--- config.mk ---
export PLATFORM = sky130hd
export DESIGN_NAME = fnd_scan_controller_flat
export DESIGN_NICKNAME = d
export VERILOG_FILES = /design/src/rtl/fnd_scan_if.sv /design/src/rtl/fnd_scan_controller.sv /design/src/flat_wrapper.sv
export SDC_FILE = /design/constraint.sdc
export NUM_CORES = 1
export LEC_CHECK = 0
export BUFFER_PORTS_ARGS = -buffer_cell sky130_fd_sc_hd__buf_2
export CELL_PAD_IN_SITES_DETAIL_PLACEMENT = 1
export CELL_PAD_IN_SITES_GLOBAL_PLACEMENT = 2
export CORE_UTILIZATION = 43
export CTS_CLUSTER_DIAMETER = 30
export DETAILED_ROUTE_END_ITERATION = 8
export PLACE_DENSITY = 0.87
export SYNTH_ARGS = -nofsm -noshare
export SYNTH_HDL_FRONTEND = slang
export SYNTH_SLANG_ARGS = --single-unit
--- constraint.sdc ---
create_clock -name i_clk -period 5.9 [get_ports i_clk]
set_clock_uncertainty 0.1 [all_clocks]
set_input_delay 0 -clock i_clk [delete_from_list [all_inputs] [get_ports i_clk]]
set_output_delay 0 -clock i_clk [all_outputs]
set_load 0.01 [all_outputs]
--- src/rtl/fnd_scan_if.sv ---
// Bus between an FND value producer and the scan controller.
// i_load is a request that is taken on a clock edge only while o_busy is low; while busy it is dropped, not queued.
interface fnd_scan_if;
  logic [13:0] i_value;
  logic        i_load;
  logic        i_blank_lz;
  logic        o_busy;
  logic        o_overflow;
  logic [1:0]  o_digitSelect;
  logic [3:0]  o_value;
  logic        o_en;

  modport master (
    output i_value, i_load, i_blank_lz,
    input  o_busy, o_overflow, o_digitSelect, o_value, o_en
  );

  modport slave (
    input  i_value, i_load, i_blank_lz,
    output o_busy, o_overflow, o_digitSelect, o_value, o_en
  );
endinterface

--- src/rtl/fnd_scan_controller.sv ---
// Binary-to-BCD via sequential double dabble, with a 4-digit time-multiplexed scan
// that drives an FND select/font decoder.
module fnd_scan_controller #(
  parameter int SCAN_DIV = 100000,
  parameter int BIN_W    = 14
) (
  input  logic       i_clk,
  input  logic       i_reset,
  fnd_scan_if.slave  bus,
  output logic [1:0] o_dbg_state
);
  localparam int PW = (SCAN_DIV > 2) ? $clog2(SCAN_DIV) : 1;

  typedef enum logic [1:0] {IDLE, SHIFT, COMMIT} state_t;

  state_t      state_q;
  logic [13:0] bin_q;
  logic [15:0] bcd_q;
  logic [3:0]  cnt_q;
  logic        ovf_pend_q;
  logic        busy_q;
  logic        ovf_q;
  logic [15:0] disp_q;
  logic [PW-1:0] presc_q;
  logic [1:0]  digit_q;
  logic        blank_q;

  logic [13:0] value_sat;
  logic [14:0] bcd_adj;
  logic [3:1]  nz;
  logic [3:0]  lead;

  assign value_sat = (bus.i_value > 14'd9999) ? 14'd9999 : bus.i_value;

  // Nibble 3 never exceeds 4 before a shift (final value <= 9), so it needs no adjust.
  always_comb begin
    bcd_adj = bcd_q[14:0];
    for (int k = 0; k < 3; k++) begin
      if (bcd_q[4*k +: 4] >= 4'd5) bcd_adj[4*k +: 4] = bcd_q[4*k +: 4] + 4'd3;
    end
  end

  always_ff @(posedge i_clk or posedge i_reset) begin
    if (i_reset) begin
      state_q    <= IDLE;
      bin_q      <= '0;
      bcd_q      <= '0;
      cnt_q      <= '0;
      ovf_pend_q <= 1'b0;
      busy_q     <= 1'b0;
      ovf_q      <= 1'b0;
      disp_q     <= '0;
    end else begin
      case (state_q)
        IDLE: begin
          if (bus.i_load) begin
            bin_q      <= value_sat;
            bcd_q      <= '0;
            cnt_q      <= 4'(BIN_W);
            ovf_pend_q <= (bus.i_value > 14'd9999);
            busy_q     <= 1'b1;
            state_q    <= SHIFT;
          end
        end
        SHIFT: begin
          bcd_q <= {bcd_adj, bin_q[13]};
          bin_q <= {bin_q[12:0], 1'b0};
          cnt_q <= cnt_q - 4'd1;
          if (cnt_q == 4'd1) state_q <= COMMIT;
        end
        COMMIT: begin
          disp_q  <= bcd_q;
          ovf_q   <= ovf_pend_q;
          busy_q  <= 1'b0;
          state_q <= IDLE;
        end
        default: state_q <= IDLE;
      endcase
    end
  end

  // Free-running scan; commits do not disturb the digit phase.
  always_ff @(posedge i_clk or posedge i_reset) begin
    if (i_reset) begin
      presc_q <= '0;
      digit_q <= '0;
      blank_q <= 1'b0;
    end else begin
      blank_q <= bus.i_blank_lz;
      if (presc_q == PW'(SCAN_DIV - 1)) begin
        presc_q <= '0;
        digit_q <= digit_q + 2'd1;
      end else begin
        presc_q <= presc_q + 1'b1;
      end
    end
  end

  assign nz   = {disp_q[15:12] != 4'd0, disp_q[11:8] != 4'd0, disp_q[7:4] != 4'd0};
  assign lead = {nz[3], |nz[3:2], |nz[3:1], 1'b1};

  assign bus.o_busy        = busy_q;
  assign bus.o_overflow    = ovf_q;
  assign bus.o_digitSelect = digit_q;
  assign bus.o_value       = disp_q[{digit_q, 2'b00} +: 4];
  assign bus.o_en          = !blank_q || lead[digit_q];
  assign o_dbg_state       = state_q;
endmodule
--- src/flat_wrapper.sv ---
// flat-port wrapper written by rule: the top's interface ports become plain ports
module fnd_scan_controller_flat 
#(
  parameter int SCAN_DIV = 100000,
  parameter int BIN_W    = 14
)
  (i_clk, i_reset, o_dbg_state, bus_i_value, bus_i_load, bus_i_blank_lz, bus_o_busy, bus_o_overflow, bus_o_digitSelect, bus_o_value, bus_o_en);
  fnd_scan_if bus_i ();
  input  logic i_clk;
  input  logic i_reset;
  output logic [1:0] o_dbg_state;
  input wire logic [$bits(bus_i.i_value)-1:0] bus_i_value;
  input wire logic [$bits(bus_i.i_load)-1:0] bus_i_load;
  input wire logic [$bits(bus_i.i_blank_lz)-1:0] bus_i_blank_lz;
  output wire logic [$bits(bus_i.o_busy)-1:0] bus_o_busy;
  output wire logic [$bits(bus_i.o_overflow)-1:0] bus_o_overflow;
  output wire logic [$bits(bus_i.o_digitSelect)-1:0] bus_o_digitSelect;
  output wire logic [$bits(bus_i.o_value)-1:0] bus_o_value;
  output wire logic [$bits(bus_i.o_en)-1:0] bus_o_en;
  assign bus_i.i_value = bus_i_value;
  assign bus_i.i_load = bus_i_load;
  assign bus_i.i_blank_lz = bus_i_blank_lz;
  assign bus_o_busy = bus_i.o_busy;
  assign bus_o_overflow = bus_i.o_overflow;
  assign bus_o_digitSelect = bus_i.o_digitSelect;
  assign bus_o_value = bus_i.o_value;
  assign bus_o_en = bus_i.o_en;
  fnd_scan_controller #(.SCAN_DIV(SCAN_DIV), .BIN_W(BIN_W)) u_core (.i_clk(i_clk), .i_reset(i_reset), .bus(bus_i), .o_dbg_state(o_dbg_state));
endmodule
==> impl_metrics.json <==
{
  "die_h_um": 91.9,
  "power_w": 0.00195,
  "crit_buf_inv": 1,
  "critPathTopFamily": "compound AO/OA/AOI/OAI gates",
  "worst-setup-path-type": "flip-flop to flip-flop",
  "firstDrtPassIters": 4,
  "synthFlopType": "dfrtp_1",
  "synth_edf_count": 0,
  "syn_inst": 306,
  "routabilityCongestion": 0.752,
  "clockRootBuffer": "clkbuf_8",
  "synth_common_cells": "dfrtp_1, nand2_1, o21ai_0",
  "cts_tree": "done",
  "rsz0062_at_grt": "no",
  "critPathRequiredTime_ps": 6080,
  "htreeDepth": 3,
  "power_density_nw_per_um2": 461,
  "clock.fmax_mhz": 384,
  "cts_sinks": 75,
  "worst_slew_pin_slew_ps": 1130,
  "layout-drive-gt1-share_pct": 19.1,
  "leakage_nw": 1.96,
  "peakVddDrop_mv": 0.228,
  "via_count": 2622,
  "crit_chain": "o21ba_1 > nand2_1 > a21oi_2 > a21o_1 > dlygate4sd3_1",
  "drv_cap": 0,
  "grt_pass1_wl_um": 14400,
  "drtIter0Drc": 136,
  "hold_depth": 2,
  "grt_pass1_vias": 2858,
  "postCtsSetupBuffers": 0,
  "start_kind": "flip-flop",
  "ys_seq_area_share_pct": 54.1,
  "finalCriticalPeriod_ps": 2600,
  "synth.area.top_cells": "dfrtp_1, mux2_2, ha_1, a22o_1, o21ai_0",
  "hpwl_um": 5270,
  "slew_violations": 0,
  "setup_viol": 0,
  "cts_buffer_depth": 2,
  "synth-seq-cells": 75,
  "ff2ff_path_depth": 5,
  "final_antenna_net_count": 0,
  "worstPathArrival_ps": 2790,
  "antenna_found_initial": 0,
  "hold_viol_final": 0,
  "period_share_pct": 44.2,
  "worstSetupPathDepth": 5,
  "grt_max_degree": 76,
  "synth_area_um2": 3470,
  "drc_errors": 0,
  "outcome": "complete, no violations",
  "slowest_stage": "o21ba_1",
  "areaGrowthSynthToFinish_pct": 21.9,
  "drt-total-wl_um": 8340,
  "core_area_um2": 7770,
  "cts_made_buffers": 9,
  "crit_path_end_kind": "flip-flop",
  "grt_overflow": 0,
  "die_w_um": 91.9,
  "slowest_delay_ps": 660,
  "yosysTopAreaCell": "dfrtp_1",
  "ys_warn_count": 0,
  "post_cts_resized": 0,
  "max_slew_margin_pct": 24.4,
  "start_util_pct": 44.7,
  "n_antenna_cell": 0,
  "postSynthAreaPerCell_um2": 11.3,
  "numPortBuffers": 28,
  "synthArstFlopShare_pct": 100,
  "timing.hold.worst.class": "input port to flip-flop",
  "io-pin-count": 29,
  "synth_nets": 333,
  "holdWs_ps": 205,
  "ys_types": 46,
  "clk_pin_slew_worst_paths_ps": 80,
  "grt_usage_pct": 22.1,
  "synth_most_common_cell": "dfrtp_1",
  "wl_per_cell_um": 17.8,
  "fin_nets": 389,
  "cp_max_fo": 19,
  "setup_tns_ps": 0,
  "rows": 32,
  "dieArea_um2": 8440,
  "clk_latency_ps": 350,
  "yosys.area.top_type_share_pct": 54.1,
  "viasPerCell": 5.59
}
==> placed cells by master (no fill, tap or decap), types with 2 or more instances in the layout <==
| cell type | instances |
|---|---|
| xor2_1 | 10 |
| nor3b_1 | 3 |
| nand2b_1 | 5 |
| o31ai_1 | 3 |
| nand4_1 | 9 |
| o21ai_0 | 19 |
| nand2_1 | 20 |
| o22ai_1 | 12 |
| nor2b_1 | 2 |
| dfrtp_1 | 75 |
| a22o_1 | 11 |
| a32o_1 | 3 |
| mux4_2 | 4 |
| nor4_1 | 4 |
| xnor2_1 | 10 |
| buf_2 | 28 |
| nor2_1 | 18 |
| a21oi_1 | 15 |
| mux2_2 | 11 |
| clkbuf_8 | 9 |
| a21oi_2 | 3 |
| nand3_1 | 5 |
| inv_1 | 11 |
| buf_4 | 2 |
| bufinv_16 | 4 |
| and3_4 | 2 |
| ha_1 | 9 |
| nor3_1 | 3 |
| a21o_1 | 6 |
| clkbuf_1 | 2 |
| mux2i_1 | 2 |
| dlygate4sd3_1 | 29 |
==> final cells by class <==
type	instances	area [um2]
Fill cell	851	3530
Clock inverter	5	125
Inverter	12	45.0
Timing Repair Buffer	59	445
Tap cell	102	128
Clock buffer	11	131
Multi-Input combinational cell	205	1480
Sequential cell	75	1880
==> timing repair <==
item,4_1_cts,5_1_grt
hold buffers,29,0
endpoints found under the hold margin,91,0
endpoints found under the setup margin,0,0
==> path summary, 6_finish.rpt <==
| check | start | endpoint | slack (ps) |
|---|---|---|---|
| max in group asynchronous | i_reset | u_core.disp_q[7] | 4710 |
| hold reg to reg | u_core.presc_q[0] | u_core.presc_q[0] | 390 |
| setup reg to reg | u_core.o_dbg_state[1] | u_core.bin_q[6] | 3300 |
| hold / removal | bus_i_blank_lz | u_core.blank_q | 210 |
| min in group asynchronous | i_reset | u_core.presc_q[11] | 380 |
| setup / recovery | u_core.o_dbg_state[1] | u_core.bin_q[6] | 3300 |
==> per-layer routing <==
metal | GRT usage (%) | vias to the layer above | share of wire [%]
met5 | 0 | - | 0
met4 | 9.38 | 0 | 2.3
met3 | 3.15 | 18 | 2.1
met2 | 37.9 | 50 | 51
met1 | 28.0 | 1340 | 45
li1 | - | 1214 | -
==> registers in the layout (all words and copies together), names as in the netlist <==
name	cells
u_core.bcd_q	16
u_core.bin_q	14
u_core.blank_q	1
u_core.bus.o_busy	1
u_core.bus.o_digitSelect	2
u_core.bus.o_overflow	1
u_core.cnt_q	4
u_core.disp_q	16
u_core.o_dbg_state	2
u_core.ovf_pend_q	1
u_core.presc_q	17
==> cell families after synthesis <==
group	after synthesis	share of synthesized area, %
and+or+nand+nor	81	12.8
muxes	17	6.74
xor gates and xnor gates	20	5.04
DFF	75	54.1
buffers and inverters	26	3.28
adders and majority gates	9	3.24
AOI/OAI and AO/OA	78	14.8
==> metrics by stage <==
stage / setup WS (ps) / area (um2) / cells / utilization, %
floorplan: 3890 / 3470 / 306 / -
global placement: 3940 / 3690 / 424 / 47.5
detailed placement: 3870 / 3690 / 424 / 47.5
CTS: 3310 / 4230 / 469 / 54.5
global route: 3060 / 4230 / 469 / 54.5
finish: 3300 / 4230 / 469 / 54.5
==> worst register-to-register path, cell delays in order (launching register included) <==
cell,delay (ps)
dfrtp_1,430
o21ba_1,660
nand2_1,350
a21oi_2,300
a21o_1,160
dlygate4sd3_1,550
==> power by group <==
part           total [W]  internal [W]  leakage (nW)  switching [W]
logic           0.000652      0.000331         0.875       0.000321
clock network   0.000514      0.000324         0.128       0.000190
registers       0.000785      0.000662         0.952       0.000123
Note: power is estimated with default switching activity, not from simulation.
